[config.mk]
export PLATFORM = sky130hd
export DESIGN_NAME = ibex_multdiv_ctrl
export DESIGN_NICKNAME = d
export VERILOG_FILES = /design/src/rtl/ibex_pkg.sv /design/src/rtl/ibex_multdiv_arb.sv /design/src/rtl/ibex_multdiv_ctrl.sv
export SDC_FILE = /design/constraint.sdc
export NUM_CORES = 1
export LEC_CHECK = 0
export ABC_CLOCK_PERIOD_IN_PS = 5300
export BUFFER_PORTS_ARGS = -buffer_cell sky130_fd_sc_hd__buf_2
export CAP_MARGIN = 20
export CORE_MARGIN = 4
export CORE_UTILIZATION = 49
export DETAILED_ROUTE_END_ITERATION = 8
export GPL_TIMING_DRIVEN = 0
export MAX_ROUTING_LAYER = met4
export PLACE_DENSITY = 0.87
export SLEW_MARGIN = 20
export SYNTH_ARGS = -nofsm -noshare
export SYNTH_HDL_FRONTEND = slang
export SYNTH_HIERARCHICAL = 1
export SYNTH_SLANG_ARGS = --single-unit
[constraint.sdc]
create_clock -name clk_i -period 5.3 [get_ports clk_i]
set_input_delay 0.53 -clock clk_i [delete_from_list [all_inputs] [get_ports clk_i]]
set_output_delay 0.53 -clock clk_i [all_outputs]
set_load 0.02 [all_outputs]
[src/rtl/ibex_pkg.sv]
// Shared types for the multiply/divide controller: unit operator encoding,
// controller FSM states and the request record used by ports, latch and cache.
package ibex_pkg;

   typedef enum logic [1:0] {
      MD_OP_MULL = 2'b00,
      MD_OP_MULH = 2'b01,
      MD_OP_DIV  = 2'b10,
      MD_OP_REM  = 2'b11
   } md_op_e;

   typedef enum logic [1:0] {
      IDLE = 2'b00,
      BUSY = 2'b01,
      RESP = 2'b10
   } md_ctrl_fsm_e;

   // signed_mode: bit0 = operand A signed, bit1 = operand B signed
   typedef struct packed {
      md_op_e      op;
      logic [1:0]  signed_mode;
      logic [31:0] op_a;
      logic [31:0] op_b;
   } md_req_t;

   function automatic logic md_is_mult(input md_op_e op);
      return (op == MD_OP_MULL) || (op == MD_OP_MULH);
   endfunction

endpackage

[src/rtl/ibex_multdiv_arb.sv]
// Two-way request arbiter: round-robin on the last accepted grant (ARB_RR=1)
// or fixed priority with port 0 winning (ARB_RR=0).
module ibex_multdiv_arb #(
   parameter bit ARB_RR = 1'b1
) (
   input  logic       clk_i,
   input  logic       rst_ni,
   input  logic [1:0] req_i,
   input  logic       accept_i,
   output logic [1:0] gnt_o
);

   logic r_last;
   logic w_pick1;

   // Resetting last-grant to port 1 lets port 0 win the first contention.
   always_comb begin
      if (ARB_RR) begin
         w_pick1 = req_i[1] & (~req_i[0] | ~r_last);
      end else begin
         w_pick1 = req_i[1] & ~req_i[0];
      end
   end

   assign gnt_o = {w_pick1, req_i[0] & ~w_pick1};

   always_ff @(posedge clk_i or negedge rst_ni) begin
      if (!rst_ni) begin
         r_last <= 1'b1;
      end else if (accept_i) begin
         r_last <= w_pick1;
      end
   end

endmodule

[src/rtl/ibex_multdiv_ctrl.sv]
// Shares one ibex_multdiv_fast between the EX stage (port 0) and a coprocessor
// port (port 1). Define IBEX_MULTDIV_CACHE_EN for a one-entry last-result cache.
module ibex_multdiv_ctrl
   import ibex_pkg::*;
#(
   parameter bit ARB_RR = 1'b1
) (
   input  logic        clk_i,
   input  logic        rst_ni,
   input  logic        req0_valid_i,
   output logic        req0_ready_o,
   input  md_op_e      req0_operator_i,
   input  logic [1:0]  req0_signed_mode_i,
   input  logic [31:0] req0_op_a_i,
   input  logic [31:0] req0_op_b_i,
   input  logic        req1_valid_i,
   output logic        req1_ready_o,
   input  md_op_e      req1_operator_i,
   input  logic [1:0]  req1_signed_mode_i,
   input  logic [31:0] req1_op_a_i,
   input  logic [31:0] req1_op_b_i,
   output logic        rsp_valid_o,
   input  logic        rsp_ready_i,
   output logic        rsp_id_o,
   output logic [31:0] rsp_result_o,
   output logic        md_mult_en_o,
   output logic        md_div_en_o,
   output md_op_e      md_operator_o,
   output logic [1:0]  md_signed_mode_o,
   output logic [31:0] md_op_a_o,
   output logic [31:0] md_op_b_o,
   output logic        md_equal_to_zero_o,
   input  logic [31:0] md_result_i,
   input  logic        md_valid_i
);

   md_ctrl_fsm_e r_state, w_state_nxt;
   md_req_t      r_req, w_req0, w_req1, w_sel;
   logic         r_id;
   logic [31:0]  r_result, w_hit_data;
   logic [1:0]   w_gnt;
   logic         w_accept, w_done, w_hit;

   assign w_req0 = '{op: req0_operator_i, signed_mode: req0_signed_mode_i,
                     op_a: req0_op_a_i, op_b: req0_op_b_i};
   assign w_req1 = '{op: req1_operator_i, signed_mode: req1_signed_mode_i,
                     op_a: req1_op_a_i, op_b: req1_op_b_i};
   assign w_sel    = w_gnt[1] ? w_req1 : w_req0;
   assign w_accept = (r_state == IDLE) && (w_gnt != 2'b00);
   assign w_done   = (r_state == BUSY) && md_valid_i;

   ibex_multdiv_arb #(
      .ARB_RR (ARB_RR)
   ) u_arb (
      .clk_i    (clk_i),
      .rst_ni   (rst_ni),
      .req_i    ({req1_valid_i, req0_valid_i}),
      .accept_i (w_accept),
      .gnt_o    (w_gnt)
   );

`ifdef IBEX_MULTDIV_CACHE_EN
   logic        r_cache_vld;
   md_req_t     r_cache_key;
   logic [31:0] r_cache_data;

   // Refilled on every unit completion; only reset clears the valid bit.
   always_ff @(posedge clk_i or negedge rst_ni) begin
      if (!rst_ni) begin
         r_cache_vld  <= 1'b0;
         r_cache_key  <= '0;
         r_cache_data <= '0;
      end else if (w_done) begin
         r_cache_vld  <= 1'b1;
         r_cache_key  <= r_req;
         r_cache_data <= md_result_i;
      end
   end

   assign w_hit      = r_cache_vld && (r_cache_key == w_sel);
   assign w_hit_data = r_cache_data;
`else
   assign w_hit      = 1'b0;
   assign w_hit_data = '0;
`endif

   always_ff @(posedge clk_i or negedge rst_ni) begin
      if (!rst_ni) begin
         r_state <= IDLE;
      end else begin
         r_state <= w_state_nxt;
      end
   end

   always_comb begin
      w_state_nxt = r_state;
      unique case (r_state)
         IDLE:    if (w_accept) w_state_nxt = w_hit ? RESP : BUSY;
         BUSY:    if (md_valid_i) w_state_nxt = RESP;
         RESP:    if (rsp_ready_i) w_state_nxt = IDLE;
         default: w_state_nxt = IDLE;
      endcase
   end

   // Leaving BUSY on md_valid_i drops the enables next cycle, so the unit never restarts.
   always_comb begin
      req0_ready_o = 1'b0;
      req1_ready_o = 1'b0;
      rsp_valid_o  = 1'b0;
      md_mult_en_o = 1'b0;
      md_div_en_o  = 1'b0;
      unique case (r_state)
         IDLE: begin
            req0_ready_o = w_gnt[0];
            req1_ready_o = w_gnt[1];
         end
         BUSY: begin
            md_mult_en_o = md_is_mult(r_req.op);
            md_div_en_o  = ~md_is_mult(r_req.op);
         end
         RESP:    rsp_valid_o = 1'b1;
         default: ;
      endcase
   end

   always_ff @(posedge clk_i or negedge rst_ni) begin
      if (!rst_ni) begin
         r_req    <= '0;
         r_id     <= 1'b0;
         r_result <= '0;
      end else begin
         if (w_accept) begin
            r_req <= w_sel;
            r_id  <= w_gnt[1];
            if (w_hit) r_result <= w_hit_data;
         end
         if (w_done) r_result <= md_result_i;
      end
   end

   assign md_operator_o      = r_req.op;
   assign md_signed_mode_o   = r_req.signed_mode;
   assign md_op_a_o          = r_req.op_a;
   assign md_op_b_o          = r_req.op_b;
   assign md_equal_to_zero_o = (r_req.op_b == 32'h0);
   assign rsp_id_o           = r_id;
   assign rsp_result_o       = r_result;

endmodule
Word-level counts from Yosys, hierarchy flattened
Cells that the tools add are included.

Register bits after elaboration: 104. Input bits: 174. Output and inout port bits: 107. Logic and storage cells: 39.

Equality and inequality tests: 6. Multiplexer cells: 10. Bitwise gates (word level): 7. Reduce and logical (&&, ||, !) cells: 8.

Operators with widths (count): $mux 68 (1); $logic_not 32->1 (1); $mux 2 (3); $pmux 2 s3 (1); $mux 1 (5); $eq 2x1->1 const B (2); $logic_not 2->1 (2); $ne 2x2->1 const B (2); $not 1->1 (4); $reduce_and 3->1 (1); $and 1x1->1 (2); $eq 2x2->1 const B (1); $logic_and 1x1->1 (2); $ne 2x1->1 const B (1); $reduce_bool 2->1 (1); $logic_or 1x1->1 (1); $or 1x1->1 (1).

Depth between registers and ports, before layout
Gate-level depths: netlist of run 1.

Word-level depth: 9. Gate-level depth with buffers: 7. Gate-level depth less buffers: 4.

Modules after synthesis
The synthesis of run 1 kept the hierarchy.

By module, submodules not included: ibex_multdiv_ctrl (instances 1, cells an instance 316, area each 5067.4 um2, sequential area each 2577.5 um2); ibex_multdiv_arb (instances 1, cells an instance 6, area each 71.3 um2, sequential area each 26.3 um2).

Worst setup path before layout of run 1
Ideal clock, no wire load.

Path type: input-to-output. Start point: in req1_valid_i. End point: out req1_ready_o. Arrival: 1.392 ns. Required time: 4.770 ns. Path slack: 3.378 ns. Stages: 6. Buffers on the path: 4. Cells stage by stage: a21boi_2 > buf_4 > buf_6 > buf_8 > buf_12 > and2_1.

Longest elaborated chain between the ends: 2.

RTL lines: start: declaration (line ibex_multdiv_ctrl.sv:16) `input logic req1_valid_i,`; $and 1x1->1 (line ibex_multdiv_arb.sv:19) `w_pick1 = req_i[1] & (~req_i[0] | ~r_last);`; net w_gnt[1] (line ibex_multdiv_ctrl.sv:41) `logic [1:0] w_gnt;`; $mux 1 (line ibex_multdiv_ctrl.sv:112) `unique case (r_state)`; end: declaration (line ibex_multdiv_ctrl.sv:17) `output logic req1_ready_o,`.

The timed path passes the listed nets, and every way through them passes these cells.

Worst setup path after layout of run 1
Start point: reg u_arb.r_last. End point: out req1_ready_o.

Longest elaborated chain between the ends: 4.

RTL lines: start: declaration (line ibex_multdiv_arb.sv:13) `logic r_last;`; start signal: assignment (line ibex_multdiv_arb.sv:31) `r_last <= w_pick1;`; $not 1->1 (line ibex_multdiv_arb.sv:19); $or 1x1->1 (line ibex_multdiv_arb.sv:19); $and 1x1->1 (line ibex_multdiv_arb.sv:19); net u_arb.w_pick1 (line ibex_multdiv_arb.sv:14) `logic w_pick1;`; $mux 1 (line ibex_multdiv_ctrl.sv:112).

The timed path passes the listed nets, and every way through them passes these cells.

==> flow_summary.yaml, run 1 <==
route:
  routed_wl_mm: 13.7
  drt_iter0_drc: 106
  dr.pass1.iters: 4
  wl_per_cell_um: 18.2
  ant_nets: 0
  dr_total_vias: 3792
  drc: 0
  vias_per_cell: 5.02
timing:
  hold_violations: 0
  tns_ns: 0
  slew_headroom_pct: 72.2
  worst_pin_slew_ns: 0.417
  skew_ns: 0.0154
  finalSetupViolCount: 0
  finalCriticalPeriod_ns: 2.38
  maxSlewViolCount: 0
  rsz0062_at_grt: "no"
  fin_crit_sh_pct: 44.9
  clock.fmax_mhz: 421
  whs_ns: 0.0702
global_route:
  grt_pass1_vias: 4318
  grtUsageTotal_pct: 22.9
  grt_antenna_before_repair: 0
  grt_max_degree: 62
  grt_pass1_wl_mm: 21.8
  grt_remaining_overflow: 0
clock_network:
  post_cts_buffers: 0
  numCtsBuffers: 9
  cts-root-buf: "clkbuf_8"
  cts_sinks: 104
  htree_levels: 3
  clk_pin_slew_ns: 0.10
  post_cts_resized: 0
  tritoncts: "done"
  clock_latency_ns: 0.36
  postCtsHoldBufs: 0
  cts.path.max_buffers: 2
floorplanning:
  die_h_um: 110
  dieArea_um2: 12200
  die_w_um: 110
  num_io_pins: 281
  initial_utilization_pct: 50.0
  core_area_um2: 10300
  rows: 37
power_and_ir_drop:
  fin_total_pwr_mw: 4.30
  power.leakage_nw: 3.58
  irDropWorstVdd_mv: 0.362
  power_density_nw_per_um2: 618
synthesis:
  synth_top_cell_area_share_pct: 50.2
  synth_area_per_cell_um2: 16.0
  synth_top_area_cell: "dfrtp_1"
  synth_fp_nets: 496
  ys_seq_area_share_pct: 50.7
  ys_warn_count: 6
  synth_area_um2: 5140
  ys_types: 25
  ys_ff_latch: 104
  synthCells: 322
  synth_area_leaders: "dfrtp_1 50%, mux2_4 22%, mux2_2 18%, mux2_1 2.4%, buf_6 1.8%"
final_layout:
  diodes: 0
  multi_input_area_um2: 2340
  area_delta_synth_final_pct: 35.3
  nets: 788
  final_util_pct: 67.6
  seqCellArea_um2: 2600
  drive_above_1_share_pct: 76.7
  fillers: 786
setup_path:
  cp-end-kind: "output pin"
  critPathMaxFanout: 10
  critPathKind: "reg2out"
  cp.arrival_ns: 1.85
  critPathLaunchType: "flip-flop"
  cp.required_ns: 4.77
min_path:
  min-delay-path-class: "in2async"
place:
  place_congestion: 0.932
  dpl.hpwl_mm: 11.1
  port_buffers: 280
run:
  drv_cap: 0
run_status:
  status: "complete, no violations"
==> layout by cell type, fill, tap and decap left out, types with 4 or more instances in the layout <==
cell type  instances
buf_6              9
inv_6              4
nor2_1             4
nor4_1             8
mux2_4            76
clkbuf_8           9
mux2_2            80
inv_1              4
buf_2            287
dfrtp_1          103
mux2_1            11
==> worst paths after layout <==
kind | end | slack (ns) | startpoint | cells after the start
setup / recovery | req1_ready_o | 2.92 | u_arb/r_last | 7
hold / removal | md_op_b_o[22] | 0.07 | rst_ni | 1
setup reg to reg | md_op_a_o[6] | 3.48 | u_arb/r_last | 7
hold reg to reg | rsp_id_o | 0.49 | rsp_id_o | 1
max in group asynchronous | u_arb/r_last | 4.54 | rst_ni | 2
min in group clk_i | rsp_result_o[2] | 0.38 | md_result_i[2] | 2
==> power by group <==
group / switching (mW) / leakage (nW) / internal (mW)
Combinational: 1.17 / 2.25 / 1.13
Clock: 0.286 / 0.103 / 0.229
Sequential: 0.275 / 1.22 / 1.21
Total: 1.73 / 3.58 / 2.57
==> stage by stage <==
step | area [um^2] | setup WS, ns | instances
finish | 6950 | 2.92 | 755
global route | 6950 | 2.84 | 755
CTS | 6950 | 2.88 | 755
detailed placement | 6740 | 3.08 | 739
global placement | 6710 | 2.69 | 738
floorplan | 5140 | 3.38 | 322
==> per-layer routing <==
layer  track usage [%]  wire length [um]  vias to the layer above
li1                  -                 -                     1743
met1              24.6              5170                     1841
met2              40.4              7310                      171
met3              4.93               797                       37
met4              10.3               469                        0
met5                 -                 0                        -
==> flip-flops by register name, summed over array words and instances (netlist names) <==
signal and cells:
md_op_a_o 32, md_op_b_o 32, md_operator_o 2, md_signed_mode_o 2, r_state 2, rsp_id_o 1, rsp_result_o 32, u_arb/r_last 1
==> area by class of cell <==
type	instances	area share, %
inverters	4	0.216
multi-input cells	194	33.7
plain buffers	20	2.59
clock buffers	9	1.78
repair buffers	281	20.6
clock inverters	7	1.21
flip-flops and latches	104	37.5
well taps	136	2.45
==> cells in the mapped netlist, drive strengths merged <==
cell type and number:
a21boi 2, dfstp 1, mux2 167, nand2 1
mux2i 2, buf 20, nand3b 1, nor2 4
o21a 1, nand4 2, dfrtp 103, o21bai 1
a21o 1, nand2b 2, o21ai 1, and2 1
inv 4, nor4 8
==> worst max-delay path, cell delays in order, from the launching register on <==
cell      delay, ns
dfstp_2        0.56
a21boi_2       0.06
buf_4          0.13
buf_6          0.13
buf_8          0.14
buf_12         0.15
and2_1         0.16
buf_2          0.16
==> logic make-up after synthesis <==
family                 after synthesis  share of synthesized area (%)
AOI/OAI and AO/OA                    6                          0.901
buffers and inverters               24                           3.80
DFF                                104                           50.7
muxes                              169                           42.5
and+or+nand+nor                     19                           2.09
Power figures use the tool's default switching activity.
==> run 2, diff against run 1 <==
- ABC_CLOCK_PERIOD_IN_PS: 5300 -> 2500
- CORE_UTILIZATION: 49 -> 45
- PLACE_DENSITY: 0.87 -> 0.81
- clock period: 5.3 -> 2.5 ns (I/O delays scaled with it)
==> run 2 against run 1 <==
- non-clock buffer count is 1 higher
- critical path depth stayed put
- final cell count is 0.66% higher
- sequential power is 110% higher
- clock-buffer cell count stayed put
- power is 120% higher
- combinational power is 110% higher
- flip-flop and latch count stayed put
- global-route usage is 2.0 points lower
- sequential share of layout area is 0.67 points lower
- hold slack better by 0.032 ns
- clock skew is 0.0078 ns lower
- largest power group unchanged
==> flow_summary.yaml, run 2 (synthesis gave the netlist of run 1 again) <==
route:
  drt_iter0_drc: 173
  routed_wl_mm: 13.7
  vias_per_cell: 4.93
  dr.pass1.iters: 4
  drc: 0
  wl_per_cell_um: 18.0
  dr_total_vias: 3750
  ant_nets: 0
clock_network:
  clk_pin_slew_ns: 0.07
  htree_levels: 3
  cts_sinks: 104
  cts-root-buf: "clkbuf_16"
  numCtsBuffers: 9
  postCtsHoldBufs: 1
  tritoncts: "done"
  post_cts_resized: 0
  cts.path.max_buffers: 2
  clock_latency_ns: 0.34
  post_cts_buffers: 0
power_and_ir_drop:
  clkPwrFrac_pct: 15.7
  power.leakage_nw: 3.63
  power.share.sequential_pct: 33.1
  p_int_mw: 5.85
  power_density_nw_per_um2: 1340
  irDropWorstVdd_mv: 0.862
  combPwrFrac_pct: 51.2
  power.share.switching_pct: 38.4
  switchingPower_mw: 3.65
  fin_total_pwr_mw: 9.50
final_layout:
  diodes: 0
  area_delta_synth_final_pct: 37.7
  layout_common_cells: "287 x buf_2, 103 x dfrtp_1, 80 x mux2_2"
  nets: 789
  drive_above_1_share_pct: 76.6
  multi_input_area_um2: 2340
  final_util_pct: 64.2
  final_common_cell: "buf_2"
  seqCellArea_um2: 2600
  design_area_um2: 7080
  fillers: 852
run_status:
  status: "complete, no violations"
timing:
  hold_violations: 0
  worst_pin_slew_ns: 0.487
  finalSetupViolCount: 0
  rsz0062_at_grt: "no"
  finalCriticalPeriod_ns: 2.07
  tns_ns: 0
  clock.fmax_mhz: 482
  fin_crit_sh_pct: 82.9
  whs_ns: 0.102
  slew_headroom_pct: 67.6
  maxSlewViolCount: 0
  skew_ns: 0.00760
min_path:
  hp-start: "md_valid_i"
  min-delay-path-class: "in2reg"
  hold_depth: 2
  min_to: "r_state[0]"
setup_path:
  cp.arrival_ns: 1.82
  cp.required_ns: 2.25
  critPathLaunchType: "flip-flop"
  r2r_cells: 6
  ff2ff_setup_slack_ns: 0.66
  r2r-start: "u_arb/r_last"
  critPathMaxFanout: 10
  cp-end-kind: "output pin"
  r2r-end: "md_op_a_o[0]"
  critPathKind: "reg2out"
global_route:
  grt_max_degree: 54
  grt_pass1_wl_mm: 20.6
  grt_remaining_overflow: 0
  grtUsageTotal_pct: 20.9
  grt_antenna_before_repair: 0
  grt_pass1_vias: 4100
floorplanning:
  die_h_um: 115
  rows: 38
  dieArea_um2: 13200
  num_io_pins: 281
  initial_utilization_pct: 46.6
  core_area_um2: 11000
  die_w_um: 115
place:
  placed_area_um2: 6750
  port_buffers: 280
  dpl.hpwl_mm: 10.9
  place_congestion: 0.802
run:
  drv_cap: 0
[run 2: layout make-up]
class,count,area share (%)
Buffer,20,2.55
Clock buffer,9,3.18
Clock inverter,7,1.33
Inverter,4,0.212
Multi-Input combinational cell,194,33.1
Sequential cell,104,36.8
Tap cell,140,2.47
Timing Repair Buffer,282,20.4
[run 2: worst max path at each step]
stage | startpoint | cells after the start | to | slack, ns
after floorplan | u_arb/r_last | 7 | md_op_a_o[10] | 0.76
after global placement | rst_ni | 1 | rsp_result_o[6] | 0.13
after detailed placement | req0_valid_i | 7 | md_op_a_o[0] | 0.63
after CTS | u_arb/r_last | 7 | req1_ready_o | 0.41
after global routing | u_arb/r_last | 7 | req1_ready_o | 0.34
final | u_arb/r_last | 7 | req1_ready_o | 0.43
[run 2: per-stage QoR]
stage,setup slack (ns),std cells
2_1_floorplan,0.763,322
3_3_place_gp,0.134,742
3_5_place_dp,0.634,743
4_1_cts,0.406,760
5_1_grt,0.343,760
6_report,0.427,760
[run 2: per-layer routing]
layer  part of all wire [%]  vias up  GRT usage (%)
met5                      0        -              -
met4                    2.1        0           8.84
met3                    6.1       22           3.32
met2                     54      163           36.7
met1                     38     1814           23.5
li1                       -     1751              -
[run 2: worst max-delay path: stages (launching register included)]
cell	delay (ns)
dfstp_2	0.55
a21boi_2	0.06
buf_4	0.13
buf_6	0.13
buf_8	0.14
buf_12	0.15
and2_1	0.16
buf_2	0.16
[run 2: power groups by stage]
stage,sequential (mW),clock (mW),combinational (mW)
2_1_floorplan,4.12,0,2.34
3_3_place_gp,3.10,0,4.79
3_5_place_dp,3.14,0,4.91
4_1_cts,3.13,1.53,4.93
5_1_grt,3.25,1.61,5.13
6_report,3.14,1.49,4.87
==> run 3, diff against run 2 <==
- ABC_AREA: default -> 1
- ABC_CLOCK_PERIOD_IN_PS: 2500 -> 2009
- clock period: 2.5 -> 2.01 ns (I/O delays scaled with it)
==> run 3 against run 2 <==
- core utilization is 0.071 points higher
- setup slack worse by 0.36 ns
- critical path depth is 1 higher
- global-route usage is 3.2 points higher
- hold slack worse by 0.064 ns
- sequential share of layout area is 0.44 points higher
- die area is 1.7% lower
- largest cell class unchanged
- first-iteration DRC count is 79% higher
- cell area is 1.2% lower
- flip-flop and latch count stayed put
- combinational power is 4.7% higher
==> flow_summary.yaml, run 3 <==
run_status:
  status: "complete, no violations"
timing:
  hold_violations: 0
  layout_setup_ws_ns: 0.0617
  clock.fmax_mhz: 513
  finalCriticalPeriod_ns: 1.95
  whs_ns: 0.0381
  skew_ns: 0.0186
  slew_headroom_pct: 67.4
  worst_pin_slew_ns: 0.490
  maxSlewViolCount: 0
  fin_crit_sh_pct: 96.9
  finalSetupViolCount: 0
synthesis:
  yosys-top-cells-count: "350 x nand2_1, 103 x dfrtp_1, 75 x inv_1"
  ys_types: 19
  yosysMostFrequentCell: "nand2_1"
  async_flop_share_pct: 100
  synthCells: 707
  ys_ff_latch: 104
  ys_warn_count: 6
  synth_top_cell_area_share_pct: 51.1
  ys_seq_area_share_pct: 51.6
  synth_area_per_cell_um2: 7.13
  synth_top_area_cell: "dfrtp_1"
  synth_area_um2: 5040
  synth-main-ff-cell: "dfrtp_1"
  synth_area_leaders: "dfrtp_1 51%, nand2_1 26%, o21ai_0 6.9%, inv_1 5.6%, nand3_1 3.3%"
  synth_fp_nets: 881
  synth_edf_count: 0
power_and_ir_drop:
  irDropWorstVdd_mv: 0.883
  power_density_nw_per_um2: 1480
  power.leakage_nw: 4.29
final_layout:
  drive_above_1_share_pct: 32.1
  nets: 1176
  area_delta_synth_final_pct: 38.7
  layout_common_cells: "349 x nand2_1, 282 x buf_2, 103 x dfrtp_1"
  design_area_um2: 6990
  final_common_cell: "nand2_1"
  fillers: 1043
setup_path:
  path_common_cell: "buf_6"
  crit_chain: "nand2_2 -> and2_1 -> buf_6 -> buf_8 -> clkbuf_16 -> nand2_4 -> inv_1 -> buf_6"
  ff2ff_setup_slack_ns: 0.12
  critPathLaunchType: "flip-flop"
  r2r_cells: 9
  critPathMaxFanout: 10
  cp-end-kind: "output pin"
  cp.required_ns: 1.81
  cp.arrival_ns: 1.75
  crit_family: "flip-flops"
  critPathKind: "reg2out"
  critPathSlowestCell: "dfstp_2"
  r2r-start: "u_arb/r_last"
  r2r-end: "r_state[0]"
  crit_buf_inv: 5
  cp.depth: 8
  cpPeakStageDelay_ns: 0.56
route:
  drc: 0
  vias_per_cell: 4.63
  drt_iter0_drc: 310
  routed_wl_mm: 15.5
  wl_per_cell_um: 13.5
  ant_nets: 0
  dr.pass1.iters: 4
  dr_total_vias: 5322
clock_network:
  tritoncts: "done"
  cts.path.max_buffers: 2
  clk_pin_slew_ns: 0.09
  cts-root-buf: "clkbuf_8"
  cts_sinks: 104
  htree_levels: 3
  clock_latency_ns: 0.36
  numCtsBuffers: 9
place:
  place_congestion: 0.854
  port_buffers: 279
  placed_area_um2: 6650
  dpl.hpwl_mm: 12.3
  dpl_worst_slack_ns: -0.0388
global_route:
  grt_pass1_wl_mm: 24.3
  grt_remaining_overflow: 0
  grtUsageTotal_pct: 24.1
  grt_antenna_before_repair: 2
  grt_pass1_vias: 5095
  grt_max_degree: 61
run:
  drv_cap: 0
floorplanning:
  rows: 38
  num_io_pins: 281
  die_w_um: 114
  dieArea_um2: 13000
  initial_utilization_pct: 46.3
  die_h_um: 114
  core_area_um2: 10900
min_path:
  min_to: "r_state[1]"
  min-delay-path-class: "in2reg"
  hp-start: "rsp_ready_i"
  hold_depth: 2
[run 3: repair_timing]
item	4_1_cts	5_1_grt
hold buffers	1	0
setup buffers	2	1
endpoints found under the hold margin	44	0
setup endpoints to repair	4	35
resized for setup	10	15
pin swaps	0	1
[run 3: layout make-up]
cell class	instances	area, um^2	share of cell area (%)
antenna	2	5.00	0.0716
clock buffer	9	124	1.77
tap	140	175	2.50
timing repair buffer	284	1470	21.0
multi-input combinational	486	1990	28.4
buffer	40	218	3.11
sequential	104	2600	37.2
clock inverter	7	124	1.77
inverter	77	289	4.13
[run 3: logic make-up (layout without fill, tap and decap cells)]
group | after synthesis | count (layout) | synth area share (%)
AND/OR/NAND/NOR | 414 | 414 | 31.9
buffers and inverters | 117 | 417 | 9.13
flip-flops | 104 | 104 | 51.6
AO/OA/AOI/OAI | 72 | 72 | 7.32
other | 0 | 2 | 0
[run 3: how the worst max path moves through the flow]
| stage | startpoint | endpoint | slack, ns |
|---|---|---|---|
| floorplan | u_arb/r_last | r_state[0] | 0.35 |
| global placement | rst_ni | md_op_a_o[20] | -0.38 |
| CTS | u_arb/r_last | req1_ready_o | 0.005 |
| detailed placement | u_arb/r_last | md_op_a_o[1] | -0.04 |
| global route | r_state[0] | md_op_a_o[1] | -0.02 |
| finish | u_arb/r_last | req1_ready_o | 0.06 |
[run 3: per-layer routing]
| layer | up-vias | GRT usage [%] | wire length (um) |
|---|---|---|---|
| met1 | 2376 | 29.6 | 6290 |
| li1 | 2720 | - | - |
| met3 | 24 | 5.20 | 1300 |
| met5 | - | - | 0 |
| met4 | 0 | 6.65 | 326 |
| met2 | 202 | 40.4 | 7600 |
[run 3: power by group]
group | switching, mW | internal [mW]
clock network | 0.753 | 0.844
logic | 3.45 | 1.65
registers | 0.588 | 3.08
[run 3: metrics by stage]
stage	TNS [ns]	instances	total power, mW	util (%)
final	0	1149	10.4	64.2
after global routing	-0.0240	1149	11.2	64.2
after CTS	0	1146	10.4	63.9
after detailed placement	-0.0388	1127	8.79	61.1
after global placement	-38.82	1126	8.65	60.8
after floorplan	0	707	6.80	-
